--- src/rtl/spi_rx_channelizer.sv ---
// rtl/spi_rx_channelizer.sv - tags SPI receive frames with channel destinations and buffers them as a stream
// Rounds of N_CHANNELS frames are opened by start; frames are extended, tagged and queued in a small FIFO.
module spi_rx_channelizer #(
  parameter int DATA_WIDTH   = 16,
  parameter int OUTPUT_WIDTH = 32,
  parameter int N_CHANNELS   = 4,
  parameter int DEST_BASE    = 0,
  parameter int FIFO_DEPTH   = 4,
  parameter int TIMEOUT      = 1024
) (
  input  logic                    clock_i,
  input  logic                    reset_i,
  input  logic                    start_i,
  input  logic [DATA_WIDTH-1:0]   in_data_i,
  input  logic                    in_valid_i,
  input  logic                    signed_mode_i,
  output logic [OUTPUT_WIDTH-1:0] out_data_o,
  output logic [7:0]              out_dest_o,
  output logic                    out_valid_o,
  input  logic                    out_ready_i,
  output logic                    round_done_o,
  output logic                    overflow_o,
  output logic                    round_error_o
);

  localparam int CW = (N_CHANNELS > 1) ? $clog2(N_CHANNELS) : 1;
  localparam int TW = (TIMEOUT > 1) ? $clog2(TIMEOUT) : 1;
  localparam int PW = $clog2(FIFO_DEPTH);
  localparam logic [CW-1:0] LAST_CH  = CW'(N_CHANNELS - 1);
  localparam logic [TW-1:0] LAST_TMO = TW'(TIMEOUT - 1);
  localparam logic [7:0]    BASE8    = 8'(DEST_BASE);

  typedef enum logic {IDLE, COLLECT} state_t;

  state_t          state_q;
  logic [CW-1:0]   ch_q;
  logic [TW-1:0]   tmo_q;
  logic            round_done_q;
  logic            round_error_q;
  logic            overflow_q;

  logic [OUTPUT_WIDTH-1:0] data_mem [FIFO_DEPTH];
  logic [7:0]              dest_mem [FIFO_DEPTH];
  logic [PW-1:0]           rd_q, wr_q;
  logic [PW:0]             count_q, count_d;

  logic                    accept, pop, full, wr_en, overflow_d;
  logic [OUTPUT_WIDTH-1:0] ext_data;
  logic [7:0]              ext_dest;

  always_comb begin
    ext_data = '0;
    ext_data[DATA_WIDTH-1:0] = in_data_i;
    for (int i = DATA_WIDTH; i < OUTPUT_WIDTH; i++) begin
      ext_data[i] = signed_mode_i & in_data_i[DATA_WIDTH-1];
    end
  end

  // A frame landing on a restart is dropped, so only start-free frames count as accepted.
  assign accept     = (state_q == COLLECT) && in_valid_i && !start_i;
  assign ext_dest   = BASE8 + 8'(ch_q);
  assign pop        = (count_q != '0) && out_ready_i;
  assign full       = (count_q == (PW+1)'(FIFO_DEPTH));
  assign wr_en      = accept && (!full || pop);
  assign overflow_d = accept && full && !pop;

  always_comb begin
    count_d = count_q;
    if (wr_en && !pop) begin
      count_d = count_q + 1'b1;
    end else if (pop && !wr_en) begin
      count_d = count_q - 1'b1;
    end
  end

  always_ff @(posedge clock_i or posedge reset_i) begin
    if (reset_i) begin
      state_q       <= IDLE;
      ch_q          <= '0;
      tmo_q         <= '0;
      round_done_q  <= 1'b0;
      round_error_q <= 1'b0;
    end else begin
      round_done_q  <= 1'b0;
      round_error_q <= 1'b0;
      case (state_q)
        IDLE: begin
          if (start_i) begin
            state_q <= COLLECT;
            ch_q    <= '0;
            tmo_q   <= '0;
          end else if (in_valid_i) begin
            round_error_q <= 1'b1;
          end
        end
        COLLECT: begin
          if (start_i) begin
            ch_q          <= '0;
            tmo_q         <= '0;
            round_error_q <= 1'b1;
          end else if (in_valid_i) begin
            tmo_q <= '0;
            if (ch_q == LAST_CH) begin
              state_q      <= IDLE;
              ch_q         <= '0;
              round_done_q <= 1'b1;
            end else begin
              ch_q <= ch_q + 1'b1;
            end
          end else if (tmo_q == LAST_TMO) begin
            state_q       <= IDLE;
            ch_q          <= '0;
            tmo_q         <= '0;
            round_error_q <= 1'b1;
          end else begin
            tmo_q <= tmo_q + 1'b1;
          end
        end
        default: state_q <= IDLE;
      endcase
    end
  end

  always_ff @(posedge clock_i or posedge reset_i) begin
    if (reset_i) begin
      rd_q       <= '0;
      wr_q       <= '0;
      count_q    <= '0;
      overflow_q <= 1'b0;
    end else begin
      overflow_q <= overflow_d;
      count_q    <= count_d;
      if (wr_en) begin
        wr_q <= wr_q + 1'b1;
      end
      if (pop) begin
        rd_q <= rd_q + 1'b1;
      end
    end
  end

  always_ff @(posedge clock_i) begin
    if (wr_en) begin
      data_mem[wr_q] <= ext_data;
      dest_mem[wr_q] <= ext_dest;
    end
  end

  // Storage is not reset, so the head entry is masked while the FIFO is empty.
  assign out_valid_o   = (count_q != '0);
  assign out_data_o    = out_valid_o ? data_mem[rd_q] : '0;
  assign out_dest_o    = out_valid_o ? dest_mem[rd_q] : '0;
  assign round_done_o  = round_done_q;
  assign overflow_o    = overflow_q;
  assign round_error_o = round_error_q;

endmodule
--- config.mk ---
export PLATFORM = sky130hd
export DESIGN_NAME = spi_rx_channelizer
export DESIGN_NICKNAME = d
export VERILOG_FILES = /design/src/rtl/spi_rx_channelizer.sv
export SDC_FILE = /design/constraint.sdc
export NUM_CORES = 1
export LEC_CHECK = 0
export ABC_CLOCK_PERIOD_IN_PS = 2700
export BUFFER_PORTS_ARGS = -buffer_cell sky130_fd_sc_hd__buf_4
export CORE_MARGIN = 3
export CORE_UTILIZATION = 56
export CTS_CLUSTER_DIAMETER = 200
export DETAILED_ROUTE_END_ITERATION = 10
export GPL_TIMING_DRIVEN = 0
export PLACE_DENSITY = 0.79
export SYNTH_ARGS = -nofsm -noshare
export SYNTH_HDL_FRONTEND = slang
export SYNTH_SLANG_ARGS = --single-unit
--- constraint.sdc ---
create_clock -name clock_i -period 2.7 [get_ports clock_i]
set_clock_uncertainty 0.1 [all_clocks]
set_input_delay 0.27 -clock clock_i [delete_from_list [all_inputs] [get_ports clock_i]]
set_output_delay 0.27 -clock clock_i [all_outputs]
set_load 0.01 [all_outputs]
==> flow_summary.toml <==
[outcome]
status = "complete, but fails checks"
violations = "hold timing"

[routing]
drt_wl_total_microns = 7420
drt_iter0_drc = 184
ant_nets = 0
via_per_inst = 5.26
wl_per_cell_microns = 16.5
remaining_drc_errors = 0
drtPass1Iterations = 4
vias = 2365

[synthesis]
synth_flop_cell = "edfxtp_1"
yosysTopAreaCell = "edfxtp_1"
yosysTopAreaCellShare_pct = 53.6
yosys_warnings = 0
synth_seq_cells = 99
ys_types = 40
synthTopCellsByArea = "edfxtp_1 54%, dfrtp_1 14%, mux4_2 10%, buf_4 4.1%, and2_1 3.7%"
syn_avg_cell_area_sq_um = 16.3
synthesis.instances = 262
synth_edf_count = 76
synthArstFlopShare_pct = 23.2
synth_area_sq_um = 4260
ys_seq_area_share_pct = 67.1

[worst_setup_path]
worstSetupPathType = "reg -> out"
worstPathMaxFanout = 16
end_kind = "output pin"
arrival_ns = 2.15
worst_r2r_endpoint = "count_q[2]"
startpoint_type = "register"
reg2reg_slack_ns = 0.46
reg2regPathDepth = 8
r2r-start = "count_q[0]"
worst_ep_required_time_ns = 2.33

[sta]
fmax_mhz = 396
final-hold-violation-count = 1
fin_setup_tns_ns = 0
post-route-period-util_pct = 93.5
slew_headroom_pct = 34.4
finalMaxSlewViolations = 0
rsz0062_at_grt = "no"
worst_pin_slew_ns = 0.984
min_period_ns = 2.52
worst_hold_slack_ns = -0.000568
setup_viol = 0

[global_routing]
grt_util_all_layers_pct = 18.4
grt_busiest_layer = "met2"
grt_pass1_wl_microns = 11900
met1_usage_pct = 24.2
antenna_found_initial = 0
first_global_vias = 2387
gr-usage-met3_pct = 4.34
grt_max_degree = 24
gr-usage-met2_pct = 30.8
grt_overflow = 0

[clock_network]
cts.sinks = 99
clockBufferDepth = 2
cts_buffers = 9
cts_tree = "done"
clkLatencyLatePin_ns = 0.36
htreeDepth = 3
postCtsSetupRepairBufs = 0
cts_root_buf = "clkbuf_8"
cts.clk_slew.worst_paths_ns = 0.09

[power]
seqPwrFrac_pct = 40.3
p_switching_mw = 1.45
power.density_nw_per_um2 = 945
pwr-share-comb_pct = 40.9
sw_frac_of_total_pct = 29.9
vdd_drop_max_mv = 0.526
internal_power_mw = 3.40
clkPwrFrac_pct = 18.7
leakage_nw = 2.00

[layout]
num-nets-final = 376
final_cells = 450
final_layout_size_suffix_gt1_share_pct = 35.9
syn_to_final_growth_pct = 20.6
n_antenna_cell = 0

[floorplan]
die_h_microns = 93.2
placementRows = 31
core_area_sq_um = 7330
die_w_microns = 93.2
ioPinCount = 66
die_area_sq_um = 8690
initial_utilization_pct = 58.1

[placed_design]
gp_congestion = 0.772
place_inst = 425
hpwlAfterDp_microns = 4880
io_buffers = 59

[job]
cap_viol_max_count = 0

[min_path]
worstHoldPathType = "in -> async"
[power groups by stage]
stage	sequential, mW	clock (mW)	combinational, mW
after floorplan	1.93	0	1.26
after global placement	1.94	0	1.99
after detailed placement	1.95	0	2.04
after CTS	1.96	0.931	2.01
after global routing	1.98	0.996	2.16
final	1.96	0.909	1.99
[worst max path at each step]
stage / start / end / slack, ns / cells past startpoint
CTS: count_q[0] / out_data_o[29] / 0.07 / 5
detailed placement: rd_q[1] / out_data_o[29] / 0.39 / 5
finish: count_q[0] / out_data_o[30] / 0.18 / 5
global route: count_q[0] / out_data_o[25] / 0.05 / 5
global placement: in_valid_i / data_mem[0][2] / 0.44 / 5
floorplan: count_q[0] / count_q[2] / 0.63 / 8
[stage by stage]
| stage | hold WS (ns) | util (%) | setup WS, ns | total power [mW] | cell area, sq um |
|---|---|---|---|---|---|
| 6_report | -0.000568 | 70.0 | 0.176 | 4.85 | 5130 |
| 2_1_floorplan | 0.172 | - | 0.626 | 3.18 | 4280 |
| 3_5_place_dp | 0.374 | 66.1 | 0.390 | 3.99 | 4840 |
| 4_1_cts | 0.000269 | 69.9 | 0.0691 | 4.91 | 5120 |
| 3_3_place_gp | 0.367 | 66.1 | 0.440 | 3.93 | 4840 |
| 5_1_grt | 0.00177 | 70.0 | 0.0461 | 5.13 | 5130 |
[sequential cells by signal, summed over array words and instances, names as in the netlist]
| name | count |
|---|---|
| count_q | 3 |
| overflow_o | 1 |
| round_error_o | 1 |
| rd_q | 2 |
| round_done_o | 1 |
| state_q | 1 |
| tmo_q | 10 |
| ch_q | 2 |
| data_mem | 68 |
| wr_q | 2 |
| dest_mem | 8 |
[cell usage in the layout (no fill, tap or decap), drive strengths merged, types with 6 or more instances in the layout]
cell          n
and2         25
buf          84
clkbuf       13
conb          6
dfrtp        23
dlygate4sd3  10
edfxtp       76
ha            7
inv           6
mux4         19
nand2        10
nand3         6
nor2          7
o21ai         9
[area by class of cell]
| type | count | area, sq um |
|---|---|---|
| plain buffers | 29 | 199 |
| flip-flops and latches | 99 | 2860 |
| clock inverters | 7 | 68.8 |
| multi-input cells | 132 | 1200 |
| repair buffers | 69 | 543 |
| inverters | 6 | 22.5 |
| fillers | 482 | 2200 |
| well taps | 99 | 124 |
| clock buffers | 9 | 124 |
[cells by family after synthesis]
logic type | after synthesis | share of synthesized area (%)
AOI/OAI and AO/OA | 24 | 3.55
xor gates and xnor gates | 7 | 1.44
adders and majority gates | 8 | 2.53
buffers and inverters | 36 | 5.29
DFF | 99 | 67.1
muxes | 21 | 10.6
other | 1 | 0.0880
and+or+nand+nor | 66 | 9.43
[synthesized netlist by cell type, types with 2 or more instances]
| library cell | count |
|---|---|
| dfrtp_1 | 23 |
| xor2_1 | 2 |
| inv_1 | 6 |
| o31ai_1 | 3 |
| buf_4 | 23 |
| edfxtp_1 | 76 |
| o31a_1 | 2 |
| nand2_1 | 10 |
| clkbuf_1 | 4 |
| and3_1 | 3 |
| or3_1 | 3 |
| mux4_2 | 19 |
| xnor2_1 | 5 |
| nand4_1 | 4 |
| ha_1 | 7 |
| nor2_1 | 6 |
| and4_1 | 2 |
| o21ai_0 | 8 |
| and2_1 | 25 |
| buf_2 | 2 |
| nand3_1 | 6 |
| a21oi_1 | 5 |
[repair_timing]
item / CTS / global route
setup endpoints to repair: 15 / 15
hold buffers: 9 / 1
endpoints found under the hold margin: 28 / 1
gates resized for setup: 0 / 1
[worst max-delay path, stage by stage, from the launching register on]
cell and delay (ns):
dfrtp_1 0.45, or3_1 0.45, clkbuf_1 0.27, and2_2 0.34, buf_4 0.16, buf_4 0.13
[per-layer routing]
layer	routed length, microns	up-vias
li1	-	1133
met1	3120	1158
met2	3860	69
met3	372	5
met4	71	0
met5	0	-
Power figures use the tool's default switching activity.
